==> config.mk <==
export PLATFORM = sky130hd
export DESIGN_NAME = lcd_refresh_engine
export DESIGN_NICKNAME = d
export VERILOG_FILES = /design/src/rtl/lcd_pkg.sv /design/src/rtl/lcd_bus_writer.sv /design/src/rtl/lcd_refresh_engine.sv
export SDC_FILE = /design/constraint.sdc
export NUM_CORES = 1
export LEC_CHECK = 0
export ABC_AREA = 1
export BUFFER_PORTS_ARGS = -buffer_cell sky130_fd_sc_hd__clkbuf_2
export CAP_MARGIN = 10
export CORE_UTILIZATION = 50
export CTS_BUF_LIST = sky130_fd_sc_hd__clkbuf_16
export DETAILED_ROUTE_END_ITERATION = 10
export PLACE_DENSITY = 0.69
export SETUP_SLACK_MARGIN = 0.15
export SLEW_MARGIN = 20
export SYNTH_ARGS = -nofsm -noshare
export SYNTH_HDL_FRONTEND = slang
export SYNTH_SLANG_ARGS = --single-unit
==> constraint.sdc <==
create_clock -name clk -period 4 [get_ports clk]
set_input_delay 0.2 -clock clk [delete_from_list [all_inputs] [get_ports clk]]
set_output_delay 0.2 -clock clk [all_outputs]
set_load 0.02 [all_outputs]
==> src/rtl/lcd_pkg.sv <==
// Shared constants, state encodings and the init command ROM for the
// HD44780 refresh engine and its bus writer.
package lcd_pkg;

  localparam logic [7:0] FUNC_SET   = 8'h38;
  localparam logic [7:0] DISP_ON    = 8'h0C;
  localparam logic [7:0] CLEAR      = 8'h01;
  localparam logic [7:0] ENTRY      = 8'h06;
  localparam logic [7:0] LINE1_ADDR = 8'h80;
  localparam logic [7:0] LINE2_ADDR = 8'hC0;
  localparam logic [7:0] SPACE      = 8'h20;

  localparam logic [2:0] INIT_LAST = 3'd4;
  localparam int         GAP_W     = 8;

  typedef enum logic [1:0] {
    ST_PWR   = 2'd0,
    ST_INIT  = 2'd1,
    ST_LINE1 = 2'd2,
    ST_LINE2 = 2'd3
  } lcd_state_e;

  typedef enum logic [2:0] {
    W_IDLE  = 3'd0,
    W_SETUP = 3'd1,
    W_EN_HI = 3'd2,
    W_EN_LO = 3'd3,
    W_GAP   = 3'd4
  } wr_state_e;

  function automatic logic [7:0] init_rom(input logic [2:0] idx);
    case (idx)
      3'd0:    return FUNC_SET;
      3'd1:    return FUNC_SET;
      3'd2:    return DISP_ON;
      3'd3:    return CLEAR;
      default: return ENTRY;
    endcase
  endfunction

  // Control codes have no glyph on the panel, so they are shown as blanks.
  function automatic logic [7:0] map_char(input logic [7:0] b);
    return (b < SPACE) ? SPACE : b;
  endfunction

endpackage

==> src/rtl/lcd_bus_writer.sv <==
// One HD44780 write cycle: SETUP, EN_HI, EN_LO, then gap_len GAP cycles.
// Handshake: start_i is taken when idle or while done_o is high (last GAP
// cycle), so transactions chain with no dead cycle; rs_i/data_i must stay
// valid through the SETUP cycle, where they pass straight to the bus and
// are captured at its end.
module lcd_bus_writer
  import lcd_pkg::*;
(
  input  logic             clk,
  input  logic             rst,
  input  logic             start_i,
  input  logic             rs_i,
  input  logic [7:0]       data_i,
  input  logic [GAP_W-1:0] gap_len_i,
  output logic             en_o,
  output logic             rs_o,
  output logic [7:0]       data_o,
  output logic             done_o,
  output logic [2:0]       state_o
);

  wr_state_e        state_q;
  logic             en_q;
  logic             rs_q;
  logic [7:0]       data_q;
  logic [GAP_W-1:0] gap_len_q;
  logic [GAP_W-1:0] gap_cnt_q;
  logic             accept;

  assign done_o  = (state_q == W_GAP) && (gap_cnt_q <= GAP_W'(1));
  assign accept  = start_i && ((state_q == W_IDLE) || done_o);
  assign en_o    = en_q;
  assign rs_o    = (state_q == W_SETUP) ? rs_i : rs_q;
  assign data_o  = (state_q == W_SETUP) ? data_i : data_q;
  assign state_o = state_q;

  always_ff @(posedge clk) begin
    if (rst) begin
      state_q   <= W_IDLE;
      en_q      <= 1'b0;
      rs_q      <= 1'b0;
      data_q    <= 8'h00;
      gap_len_q <= '0;
      gap_cnt_q <= '0;
    end else begin
      case (state_q)
        W_IDLE: begin
          if (accept) begin
            state_q   <= W_SETUP;
            gap_len_q <= gap_len_i;
          end
        end
        W_SETUP: begin
          state_q <= W_EN_HI;
          en_q    <= 1'b1;
          rs_q    <= rs_i;
          data_q  <= data_i;
        end
        W_EN_HI: begin
          state_q <= W_EN_LO;
          en_q    <= 1'b0;
        end
        W_EN_LO: begin
          state_q   <= W_GAP;
          gap_cnt_q <= gap_len_q;
        end
        W_GAP: begin
          if (!done_o) begin
            gap_cnt_q <= gap_cnt_q - GAP_W'(1);
          end else if (accept) begin
            state_q   <= W_SETUP;
            gap_len_q <= gap_len_i;
          end else begin
            state_q <= W_IDLE;
          end
        end
        default: state_q <= W_IDLE;
      endcase
    end
  end

endmodule

==> src/rtl/lcd_refresh_engine.sv <==
// Power-up wait, HD44780 init, then an endless refresh of the 32-byte
// character RAM onto a 16x2 panel through lcd_bus_writer.
module lcd_refresh_engine
  import lcd_pkg::*;
#(
  parameter int PWR_WAIT = 30,
  parameter int CMD_WAIT = 1,
  parameter int CLR_WAIT = 4,
  parameter int ADDR_W   = 5
)(
  input  logic              clk,
  input  logic              rst,
  output logic [ADDR_W-1:0] mem_rd_addr,
  input  logic [7:0]        mem_rd_data,
  inout  wire  [7:0]        LCD_DATA,
  output logic              LCD_RW,
  output logic              LCD_EN,
  output logic              LCD_RS,
  output logic              init_done,
  output logic              frame_done,
  output logic [4:0]        dbg_state_o
);

  localparam logic [15:0]      PWR_LAST = 16'(PWR_WAIT - 1);
  localparam logic [GAP_W-1:0] CMD_GAP  = GAP_W'(CMD_WAIT);
  localparam logic [GAP_W-1:0] CLR_GAP  = GAP_W'(CLR_WAIT);

  lcd_state_e        state_q;
  logic [15:0]       pwr_cnt_q;
  logic [2:0]        idx_q;
  logic [4:0]        pos_q;
  logic              fetch_q;
  logic              char_q;
  logic [7:0]        cmd_q;
  logic [ADDR_W-1:0] addr_q;
  logic              init_done_q;
  logic              frame_done_q;

  logic             wr_start;
  logic             wr_done;
  logic             load_cmd;
  logic [7:0]       next_cmd;
  logic [GAP_W-1:0] wr_gap;
  logic [7:0]       wr_data;
  logic [7:0]       bus_data;
  logic [2:0]       wr_state;

  // Commands start on the writer's last GAP cycle; characters start from FETCH.
  always_comb begin
    wr_start = 1'b0;
    load_cmd = 1'b0;
    next_cmd = cmd_q;
    case (state_q)
      ST_PWR: begin
        if (pwr_cnt_q == PWR_LAST) begin
          wr_start = 1'b1;
          load_cmd = 1'b1;
          next_cmd = init_rom(3'd0);
        end
      end
      ST_INIT: begin
        if (wr_done) begin
          wr_start = 1'b1;
          load_cmd = 1'b1;
          next_cmd = (idx_q == INIT_LAST) ? LINE1_ADDR : init_rom(idx_q + 3'd1);
        end
      end
      ST_LINE1, ST_LINE2: begin
        if (fetch_q) begin
          wr_start = 1'b1;
        end else if (wr_done && pos_q == 5'd16) begin
          wr_start = 1'b1;
          load_cmd = 1'b1;
          next_cmd = (state_q == ST_LINE1) ? LINE2_ADDR : LINE1_ADDR;
        end
      end
      default: ;
    endcase
    wr_gap  = (load_cmd && next_cmd == CLEAR) ? CLR_GAP : CMD_GAP;
    wr_data = char_q ? map_char(mem_rd_data) : cmd_q;
  end

  always_ff @(posedge clk) begin
    if (rst) begin
      state_q      <= ST_PWR;
      pwr_cnt_q    <= '0;
      idx_q        <= '0;
      pos_q        <= '0;
      fetch_q      <= 1'b0;
      char_q       <= 1'b0;
      cmd_q        <= 8'h00;
      addr_q       <= '0;
      init_done_q  <= 1'b0;
      frame_done_q <= 1'b0;
    end else begin
      frame_done_q <= 1'b0;
      if (load_cmd) begin
        cmd_q  <= next_cmd;
        char_q <= 1'b0;
      end
      if (fetch_q) begin
        fetch_q <= 1'b0;
        char_q  <= 1'b1;
      end
      case (state_q)
        ST_PWR: begin
          if (pwr_cnt_q == PWR_LAST) begin
            state_q <= ST_INIT;
            idx_q   <= '0;
          end else begin
            pwr_cnt_q <= pwr_cnt_q + 16'd1;
          end
        end
        ST_INIT: begin
          if (wr_done) begin
            if (idx_q == INIT_LAST) begin
              state_q     <= ST_LINE1;
              pos_q       <= '0;
              init_done_q <= 1'b1;
            end else begin
              idx_q <= idx_q + 3'd1;
            end
          end
        end
        ST_LINE1, ST_LINE2: begin
          // pos_q counts finished writes on this line: 0 is the address command.
          if (wr_done) begin
            if (pos_q == 5'd16) begin
              pos_q <= '0;
              if (state_q == ST_LINE1) begin
                state_q <= ST_LINE2;
              end else begin
                state_q      <= ST_LINE1;
                frame_done_q <= 1'b1;
              end
            end else begin
              fetch_q <= 1'b1;
              addr_q  <= ADDR_W'({state_q == ST_LINE2, pos_q[3:0]});
              pos_q   <= pos_q + 5'd1;
            end
          end
        end
        default: state_q <= ST_PWR;
      endcase
    end
  end

  lcd_bus_writer u_writer (
    .clk       (clk),
    .rst       (rst),
    .start_i   (wr_start),
    .rs_i      (char_q),
    .data_i    (wr_data),
    .gap_len_i (wr_gap),
    .en_o      (LCD_EN),
    .rs_o      (LCD_RS),
    .data_o    (bus_data),
    .done_o    (wr_done),
    .state_o   (wr_state)
  );

  assign LCD_DATA    = bus_data;
  assign LCD_RW      = 1'b0;
  assign mem_rd_addr = addr_q;
  assign init_done   = init_done_q;
  assign frame_done  = frame_done_q;
  assign dbg_state_o = {wr_state, state_q};

endmodule

==> results of run 1 <==
==> state kept, by name, indices dropped and copies added, names as in the netlist <==
name and count:
pwr_cnt_q 16, u_writer.state_o 3, u_writer.rs_q 1, pos_q 5, u_writer.gap_len_q 2, char_q 1, u_writer.gap_cnt_q 8, mem_rd_addr 5
frame_done 1, idx_q 3, u_writer.data_q 8, state_q 2, u_writer.en_o 1, fetch_q 1, cmd_q 8, init_done 1
==> per-stage QoR <==
stage	instances	util [%]	total power [uW]	area (sq um)	worst slack, ns
floorplan	477	-	837	3310	2.20
global route	590	60.7	1770	3860	1.26
global placement	569	54.9	873	3490	1.94
CTS	590	60.7	1710	3860	1.44
finish	590	60.7	1700	3860	1.46
detailed placement	569	54.9	877	3490	1.94
==> cells by family (layout without fill, tap and decap cells) <==
logic type	after synthesis	after routing	synth area share, %
compound gates	104	104	17.0
xor+xnor	2	2	0.530
fa+ha+maj	11	11	4.16
buf+inv	87	123	10.0
flops	66	66	40.0
other cells	1	1	0.113
simple gates	206	206	28.2
==> cell usage after synthesis, types with 4 or more instances <==
master     n
a21oi_1   50
o21ai_0   34
nand3_1   22
nor2_1    57
inv_2      7
clkbuf_1   7
nor3_1     8
ha_1      11
nand2_1   86
nor2_2     6
a31oi_1    4
nand4_1    7
dfxtp_1   66
a211oi_1   7
inv_1     70
and2_1     5
==> power groups by stage <==
stage | clock network (uW) | logic, uW | registers [uW]
CTS | 841 | 173 | 696
floorplan | 0 | 125 | 712
finish | 835 | 173 | 697
global placement | 0 | 164 | 709
detailed placement | 0 | 167 | 710
global route | 876 | 197 | 700
==> worst max-delay path, stage by stage, from the launching register on <==
cell	delay, ns
dfxtp_1	0.38
nor3_2	0.48
inv_1	0.34
nand2_1	0.12
o21ai_0	0.29
dlygate4sd3_1	0.68
and2_1	0.13
==> final timing paths <==
check / from / endpoint / slack (ns) / cells after the start
max: u_writer.state_o[2] / u_writer.data_q[1] / 1.46 / 6
min: mem_rd_data[6] / u_writer.data_q[6] / 0.25 / 5
max reg2reg: u_writer.state_o[2] / u_writer.data_q[1] / 1.46 / 6
min reg2reg: u_writer.en_o / u_writer.en_o / 0.46 / 2
==> area by class of cell <==
class                   instances  share of cell area, %
multi-input cells             324                   42.9
well taps                      77                   2.50
repair buffers                 29                   4.48
flip-flops and latches         66                   34.3
inverters                      78                   7.59
clock buffers                   9                   5.84
clock inverters                 7                   2.43
==> metal layers <==
layer	wire length (microns)	GRT usage [%]	up-vias
met4	123	9.09	0
met3	293	4.27	11
li1	-	-	1606
met5	0	0	-
met2	3210	34.4	59
met1	3450	28.0	1419
==> what timing repair did <==
item / 4_1_cts / 5_1_grt
setup endpoints to repair: 0 / 0
endpoints found under the hold margin: 5 / 0
hold buffers: 5 / 0
==> impl_results.md, run 1 <==
- Buffer levels on the longest clock path: 2
- Setup TNS: 0 ns
- Sequential cell area: 1320 sq um
- Post-CTS setup repair buffer count: 0
- Max-slew headroom at the worst pin: 50.1%
- Most common cell after layout, fill and taps aside: nand2_1
- Crit-path max FO: 14
- Library cell used as clock root buffer: clkbuf_16
- Power per cell area: 442 nW/um^2
- Number of violations reported at the end of detailed-routing iteration 0: 170
- Count of pins on the block boundary: 33
- Number of H-tree levels: 3
- Post-detailed-routing wire length: 7.08 mm
- CTS buffer count: 9
- DRC violations left: 0
- Wire length of the first global-routing pass: 12.1 mm
- Number of storage elements in the synthesis netlist: 66
- Post-route minimum period: 2.54 ns
- Vias in the first global route: 2768
- Setup repair after global routing missed its margin: no
- Average via count per standard cell: 5.25
- Required @ worst endpoint: 4.22 ns
- Async S/R FF share, synth: 0%
- Antenna Nets Post-Route: 0
- Final-report hold violation count: 0
- Worst ir drop on vdd: 0.294 mV
- Final setup skew: 0.00769 ns
- Startpoint kind of the worst setup timing path: register
- Fraction of the yosys area taken by sequential cells: 40.0%
- Detailed-router iteration count before antenna repair: 4
- Proportion of layout cells with a drive suffix above 1: 12.1%
- Average wire per cell in the routed design: 12.0 microns
- Clock sink total: 66
- Type of element capturing the critical path: register
- CTS clock-pin slew for the worst setup and hold paths: 0.06 ns
- Slew of the pin with the lowest slew margin: 0.741 ns
- Part of the power in combinational logic: 10.1%
- Mean Syn Cell Area: 6.93 sq um
- Row count: 29
- Die width: 83.3 microns
- Cell types with the largest area share after synthesis: dfxtp_1 (40%), nand2_1 (9.8%), inv_1 (7.9%)
- Leakage power: 0.00169 uW
- Initial antenna violation count: 0
- Post-synth design cell area: 3310 sq um
- Number of enable-type register cells in the synthesized netlist: 0
- Class of the tightest hold or removal check: input port to register
- Clock network fraction of design power: 49.0%
- Max frequency: 393 MHz
- Worst endpoint data arrival time: 2.77 ns
- Largest net degree at the start of global routing: 34
- Initial core utilization: 52.1%
- Final weighted congestion of routability-driven global placement: 0.813
- Max Cap Viol: 0
- Vert. Die Dim: 83.3 microns
- Number of gates given a new drive strength after cts: 0
- Layout filler cell count: 573
- Status: finished clean
- Net count of the mapped netlist: 498
- Final hold slack: 0.251 ns
- Library cell occupying the most area in the post-synthesis netlist: dfxtp_1
- Via count: 3095
- Sequential cell fraction of total power: 40.9%
- CTS tree: built
- Total Die Area: 6940 sq um
- Area added between synthesis and finish: 16.6%
- Synthesized instance count: 477
- Final setup violation count: 0
- Main synth FF type: dfxtp_1
- Number of input and output port buffers inserted: 23
- Standard cell core area: 6350 sq um
- Residual overflow from global routing: 0
- Net switching power: 426 uW
- Source-to-sink clock delay at the later pin of the worst-skew pair: 0.33 ns
- Most used cells in the layout excluding fill and tap cells: nand2_1 (86), inv_1 (70), dfxtp_1 (66)
- Number of nets in the final layout: 529
- Share of total power consumed by net switching: 25.0%
- Count of unique library cells instantiated by Yosys: 35
- HPWL Detailed: 5.01 mm
- Count of synthesis-stage warnings from yosys: 0
- Area taken by multi-input logic gates: 1650 sq um
- GRT Overall Usage: 21.4%
- Final clock period utilization by the worst path: 63.5%
- Category of the most critical setup path: register to register
- Final Max Tran Viols: 0
- Antenna cells: 0
- Internal Power: 1280 uW
- Portion of synthesized cell area occupied by the leading cell type: 40.0%
Power figures use the tool's default switching activity.
==> run 2: changes to the inputs <==
--- a/config.mk
+++ b/config.mk
@@ -11,7 +11,7 @@
 export CORE_UTILIZATION = 50
 export CTS_BUF_LIST = sky130_fd_sc_hd__clkbuf_16
 export DETAILED_ROUTE_END_ITERATION = 10
-export PLACE_DENSITY = 0.69
+export PLACE_DENSITY = 0.72
 export SETUP_SLACK_MARGIN = 0.15
 export SLEW_MARGIN = 20
 export SYNTH_ARGS = -nofsm -noshare
==> constraint.sdc (replaced) <==
create_clock -name clk -period 2.09 [get_ports clk]
set_input_delay 0.1045 -clock clk [delete_from_list [all_inputs] [get_ports clk]]
set_output_delay 0.1045 -clock clk [all_outputs]
set_load 0.02 [all_outputs]
==> run 2 against run 1 <==
The flow now finishes with violations (negative hold slack). Wire length increased by 5.2%. Register-to-register slack lost 1.2 ns. Worst setup slack got worse by 1.2 ns. Critical endpoint is now pwr_cnt_q[15]. Largest power group unchanged. Highest routed layer unchanged.
==> impl_results.md, run 2 (synthesis results as in run 1) <==
- Proportion of layout cells with a drive suffix above 1: 22.0% (+9.9 points)
- Placed cell count: 579 (+1.8%)
- Startpoint kind of the worst setup timing path: register
- CTS buffer count: 9 (unchanged)
- Filler-free cell count of the finished design: 605 (+2.5%)
- Internal Power: 2600 uW (+100%)
- Vias in the first global route: 2921 (+5.5%)
- Row count: 29 (unchanged)
- Standard cell area after detailed placement: 3560 sq um (+2.2%)
- HPWL Detailed: 5.14 mm (+2.6%)
- Power per cell area: 832 nW/um^2 (+88%)
- Setup repair after global routing missed its margin: yes
- Average via count per standard cell: 5.25 (+0.14%)
- Final weighted congestion of routability-driven global placement: 0.823 (+1.3%)
- Max frequency: 541 MHz (+38%)
- Total Die Area: 6940 sq um (unchanged)
- Initial core utilization: 52.1% (unchanged)
- Type of element capturing the critical path: register
- Post-placement worst setup slack: 0.100 ns (-1.84 ns)
- Largest net degree at the start of global routing: 33 (-2.9%)
- Clock network fraction of design power: 49.9% (+0.9 points)
- Number of nets in the final layout: 544 (+2.8%)
- Number of violations reported at the end of detailed-routing iteration 0: 147 (-14%)
- Register with the most flip-flops: pwr_cnt_q
- Area taken by multi-input logic gates: 1790 sq um (+8.2%)
- Leakage power: 0.00182 uW (+7.6%)
- Final setup skew: 0.00521 ns (-0.00248 ns)
- Most common cell after layout, fill and taps aside: nand2_1
- Crit-path max FO: 6 (-8)
- Worst path setup slack after routing: 0.242 ns (-1.22 ns)
- Antenna Nets Post-Route: 0 (unchanged)
- Final Max Tran Viols: 0 (unchanged)
- Max FFs per register: 16 (unchanged)
- Post-route cell area: 4140 sq um (+7.3%)
- GRT Overall Usage: 22.2% (+0.80 points)
- DRC violations left: 0 (unchanged)
- Antenna cells: 0 (unchanged)
- Initial antenna violation count: 0 (unchanged)
- Number of H-tree levels: 3 (unchanged)
- Vert. Die Dim: 83.3 microns (unchanged)
- Max Cap Viol: 0 (unchanged)
- Clock sink total: 66 (unchanged)
- Average wire per cell in the routed design: 12.3 microns (+2.6%)
- Class of the tightest hold or removal check: input port to register
- Standard cell core area: 6350 sq um (unchanged)
- Residual overflow from global routing: 0 (unchanged)
- Via count: 3178 (+2.7%)
- Hold Path Cell Cnt: 1 (-4)
- Wire length of the first global-routing pass: 12.6 mm (+4.1%)
- Worst reg-to-reg path cell count: 15 (+9)
- Net switching power: 846 uW (+98%)
- Buffer levels on the longest clock path: 2 (unchanged)
- Sequential cell fraction of total power: 39.0% (-1.9 points)
- Worst endpoint data arrival time: 2.11 ns (-0.66 ns)
- Area added between synthesis and finish: 25.1%
- Setup TNS: 0 ns (unchanged)
- Final setup violation count: 0 (unchanged)
- Count of pins on the block boundary: 33 (unchanged)
- Source-to-sink clock delay at the later pin of the worst-skew pair: 0.33 ns (about the same)
- Sequential cell area: 1330 sq um (+0.85%)
- Layout filler cell count: 568 (-0.87%)
- Failing checks: negative hold slack
- CTS clock-pin slew for the worst setup and hold paths: 0.06 ns (about the same)
- CTS tree: built
- Detailed-router iteration count before antenna repair: 5 (+1)
- Category of the most critical setup path: register to register
- Worst ir drop on vdd: 0.614 mV (+110%)
- Share of total power consumed by net switching: 24.6% (-0.44 points)
- Die width: 83.3 microns (unchanged)
- Most used cells in the layout excluding fill and tap cells: nand2_1 (79), inv_1 (65), dfxtp_1 (59)
- Final-report hold violation count: 2 (+2)
- Number of input and output port buffers inserted: 23 (unchanged)
- Library cell used as clock root buffer: clkbuf_16
- Final clock period utilization by the worst path: 88.4% (+25 points)
- Post-route minimum period: 1.85 ns (-0.693 ns)
- Status: complete, but fails checks
- Required @ worst endpoint: 2.35 ns (-1.87 ns)
- Post-detailed-routing wire length: 7.45 mm (+5.2%)
- Part of the power in combinational logic: 11.1% (+1.0 points)
- Final hold slack: -0.108 ns (-0.359 ns)
-- run 2: changes by cell type in the layout (fill, tap and decap cells not counted), sizes merged --
cell,delta
clkinvlp,-1
dlygate4sd3,-5
bufinv,+1
buf,+20
-- run 2: area by class of cell --
cell class / count / area share (%)
multi-input combinational: 324 / 43.3
sequential: 66 / 32.2
inverter: 78 / 7.32
timing repair buffer: 44 / 6.59
clock buffer: 9 / 5.44
clock inverter: 7 / 2.84
tap: 77 / 2.33
-- run 2: power groups by stage --
stage               Sequential (uW)  Combinational (uW)  Clock [uW]
floorplan                      1360                 238           0
global placement               1360                 328           0
detailed placement             1360                 337           0
CTS                            1330                 342        1750
global route                   1350                 434        1790
finish                         1340                 383        1720
-- run 2: worst paths after layout --
kind	startpoint	to	slack (ns)
setup reg to reg	pwr_cnt_q[1]	pwr_cnt_q[15]	0.24
hold / removal	LCD_DATA[3]	u_writer.data_q[3]	-0.11
hold reg to reg	init_done	init_done	0.45
setup / recovery	pwr_cnt_q[1]	pwr_cnt_q[15]	0.24
-- run 2: worst max-delay path: stages (launching register included) --
cell and delay [ns]:
dfxtp_2 0.36, inv_4 0.05, ha_4 0.15, nand3_1 0.07, nor2_1 0.05, nand2_1 0.10
nand2_4 0.10, nor2_4 0.18, nand2_4 0.08, nor2_4 0.16, nand2_2 0.08, nor2_4 0.12
nand2_2 0.06, nand2_1 0.06, nand2_1 0.05, nor2_1 0.10
-- run 2: timing repair --
action	4_1_cts	5_1_grt
setup buffers	0	10
resized for setup	4	47
endpoints found under the hold margin	2	2
setup endpoints to repair	4	22
pin swaps	0	14
-- run 2: per-stage QoR --
stage	power, uW	util, %
after floorplan	1600	-
after global placement	1690	56.1
after detailed placement	1700	56.1
after CTS	3420	61.7
after global routing	3570	65.1
final	3440	65.1
-- run 2: per-layer routing --
metal | GRT usage, % | vias to the layer above | wire length, microns
li1 | - | 1647 | -
met1 | 28.0 | 1452 | 3510
met2 | 35.9 | 68 | 3500
met3 | 3.88 | 11 | 309
met4 | 12.2 | 0 | 123
met5 | 0 | - | 0
==> run 3: changes to the inputs <==
--- a/config.mk
+++ b/config.mk
@@ -8,6 +8,7 @@
 export ABC_AREA = 1
 export BUFFER_PORTS_ARGS = -buffer_cell sky130_fd_sc_hd__clkbuf_2
 export CAP_MARGIN = 10
+export CORE_MARGIN = 3
 export CORE_UTILIZATION = 50
 export CTS_BUF_LIST = sky130_fd_sc_hd__clkbuf_16
 export DETAILED_ROUTE_END_ITERATION = 10
==> run 3 against run 2 <==
The run still ends with negative hold slack left. Sequential share of layout area grew 1.1 points. Sequential power is essentially flat. Global-route usage is 2.3 points lower. Hold slack better by 0.0046 ns. Wire length is 1.0% higher. Utilization is 2.5 points lower. Maximum frequency shrank 2.0%. Non-clock buffer count is 6 lower. Cell count fell by 1.2%. Largest cell class unchanged. Highest routed layer unchanged.
==> impl_results.md, run 3 (synthesis results as in run 1) <==
- Count of pins on the block boundary: 33 (unchanged)
- Total Die Area: 7630 sq um (+9.8%)
- Final Max Tran Viols: 0 (unchanged)
- Setup TNS: 0 ns (unchanged)
- Crit Reg-Reg Startpoint: u_writer.gap_cnt_q[0]
- CTS clock-pin slew for the worst setup and hold paths: 0.05 ns (about the same)
- Buffer levels on the longest clock path: 2 (unchanged)
- Row count: 29 (unchanged)
- Standard cell core area: 6390 sq um (+0.57%)
- Design Power: 3000 uW (-13%)
- Wire length of the first global-routing pass: 12.3 mm (-2.3%)
- Clock sink total: 66 (unchanged)
- Startpoint kind of the worst setup timing path: register
- Number of input and output port buffers inserted: 23 (unchanged)
- Post-placement worst setup slack: 0.132 ns (+0.0324 ns)
- Standard cell area after detailed placement: 3560 sq um (unchanged)
- Total buffers and inverters traversed by the critical path: 1 (unchanged)
- Launch instance of the worst min-delay path: LCD_DATA[2]
- DRC violations left: 0 (unchanged)
- Max Cap Viol: 0 (unchanged)
- Crit-path max FO: 7 (+1)
- Source-to-sink clock delay at the later pin of the worst-skew pair: 0.33 ns (about the same)
- Leakage power: 0.00174 uW (-4.6%)
- Final setup violation count: 0 (unchanged)
- Post-route minimum period: 1.89 ns (+0.0376 ns)
- Antenna cells: 0 (unchanged)
- Post-detailed-routing wire length: 7.52 mm (+1.0%)
- Initial antenna violation count: 0 (unchanged)
- Status: complete, but fails checks
- Final setup skew: 0.00548 ns (+0.000267 ns)
- Layout filler cell count: 566 (-0.35%)
- Largest incremental delay on the critical path: 0.38 ns (+0.02 ns)
- Hold Path Cell Cnt: 1 (unchanged)
- Setup repair after global routing missed its margin: yes
- Kind of cell with the highest combined delay on the critical path: simple AND/OR/NAND/NOR gates
- Required @ worst endpoint: 2.35 ns (about the same)
- Final clock period utilization by the worst path: 90.2% (+1.8 points)
- Residual overflow from global routing: 0 (unchanged)
- Number of H-tree levels: 3 (unchanged)
- Average wire per cell in the routed design: 12.6 microns (+2.2%)
- CTS buffer count: 9 (unchanged)
- Max FFs per register: 16 (unchanged)
- Post-route cell area: 4000 sq um (-3.3%)
- Largest net degree at the start of global routing: 33 (unchanged)
- Vias in the first global route: 2832 (-3.0%)
- Worst hold path endpoint: u_writer.data_q[2]
- Max frequency: 530 MHz (-2.0%)
- Class of the tightest hold or removal check: input port to register
- Vert. Die Dim: 87.3 microns (+4.8%)
- Proportion of layout cells with a drive suffix above 1: 21.7% (-0.28 points)
- Via count: 3098 (-2.5%)
- Most common cell after layout, fill and taps aside: nand2_1
- Library cell used as clock root buffer: clkbuf_16
- Die width: 87.3 microns (+4.8%)
- CTS tree: built
- Worst ir drop on vdd: 0.524 mV (-15%)
- Antenna Nets Post-Route: 0 (unchanged)
- Register with the most flip-flops: pwr_cnt_q
- Number of violations reported at the end of detailed-routing iteration 0: 157 (+6.8%)
- Final-report hold violation count: 2 (unchanged)
- Worst reg-to-reg path cell count: 11 (-4)
- Slowest cell on the critical path: dfxtp_4
- Detailed-router iteration count before antenna repair: 5 (unchanged)
- List of cells traversed by the critical path: inv_4 > ha_4 > nor2_1 > nor2_2 > nand3_4 > nor2_1 > a21boi_0 > nand2_2 > nor2_2 > nand3_2 > a21oi_2
- R2R Path End: u_writer.gap_len_q[2]
- GRT Overall Usage: 19.9% (-2.3 points)
- Final hold slack: -0.103 ns (+0.00464 ns)
- HPWL Detailed: 5.18 mm (+0.88%)
- Type of element capturing the critical path: register
- Initial core utilization: 51.8% (-0.30 points)
- Power per cell area: 749 nW/um^2 (-10%)
- Average via count per standard cell: 5.18 (-1.4%)
- Worst endpoint data arrival time: 2.15 ns (+0.04 ns)
- Failing checks: negative hold slack
- Most used cells in the layout excluding fill and tap cells: nand2_1 (76), inv_1 (66), dfxtp_1 (59)
- Number of nets in the final layout: 538 (-1.1%)
- Area added between synthesis and finish: 21.0%
- Minimum setup slack among reg-to-reg paths: 0.20 ns (-0.04 ns)
- Worst path setup slack after routing: 0.204 ns (-0.0376 ns)
- Final weighted congestion of routability-driven global placement: 0.824 (about the same)
- Category of the most critical setup path: register to register
==> run 3: cell count changes in the layout (fill, tap and decap cells not counted), moves of 3 or more <==
cell | previous run | this run
buf_4 | 21 | 15
bufinv_16 | 3 | 0
nand2_1 | 79 | 76
nor2_2 | 6 | 9
==> run 3: what timing repair did <==
action	CTS	global route
pin swaps	0	18
endpoints found under the setup margin	4	26
buffers inserted	0	4
hold endpoints to repair	2	2
resized for setup	4	49
==> run 3: worst max path at each step <==
stage / from / endpoint / slack, ns / cells past startpoint
after floorplan: u_writer.state_o[0] / u_writer.data_q[4] / 0.29 / 7
after global placement: u_writer.gap_cnt_q[0] / pos_q[4] / 0.20 / 10
after detailed placement: u_writer.gap_cnt_q[0] / pos_q[4] / 0.13 / 10
after CTS: u_writer.gap_cnt_q[0] / u_writer.gap_len_q[2] / 0.16 / 14
after global routing: idx_q[0] / u_writer.gap_len_q[0] / 0.05 / 11
final: u_writer.gap_cnt_q[0] / u_writer.gap_len_q[2] / 0.20 / 11
==> run 3: layout make-up <==
| cell class | instances | area, sq um | area share [%] |
|---|---|---|---|
| Clock buffer | 9 | 225 | 5.63 |
| Clock inverter | 6 | 26.3 | 0.657 |
| Inverter | 78 | 300 | 7.51 |
| Multi-Input combinational cell | 324 | 1790 | 44.8 |
| Sequential cell | 66 | 1330 | 33.3 |
| Tap cell | 77 | 96.3 | 2.41 |
| Timing Repair Buffer | 38 | 228 | 5.69 |
==> run 3: worst register-to-register path, delay by kind of cell, from the launching register on <==
kind | cells | cell delay [ns]
AO/OA/AOI/OAI | 2 | 0.49
buffers and inverters | 1 | 0.04
flip-flops | 1 | 0.38
AND/OR/NAND/NOR | 7 | 0.76
adder cells (fa/ha/maj) | 1 | 0.16
==> run 3: routing by layer <==
layer / part of all wire, % / wire length, microns / up-vias / track usage [%]
li1: - / - / 1619 / -
met1: 47 / 3550 / 1401 / 26.0
met2: 47 / 3540 / 66 / 32.5
met3: 4.2 / 318 / 12 / 2.93
met4: 1.5 / 115 / 0 / 8.93
met5: 0 / 0 / - / 0
==> run 3: through the flow <==
stage | util [%] | hold slack, ns | instances
4_1_cts | 60.0 | -0.106 | 594
3_3_place_gp | 55.8 | 0.437 | 579
6_report | 62.6 | -0.103 | 598
3_5_place_dp | 55.8 | 0.230 | 579
5_1_grt | 62.6 | -0.102 | 598
2_1_floorplan | - | 0.226 | 477
==> run 3: report_power, final <==
part	leakage [uW]	internal (uW)	total, uW	switching, uW
Clock	0.000131	775	1290	512
Combinational	0.00107	129	375	246
Sequential	0.000536	1300	1340	36.8
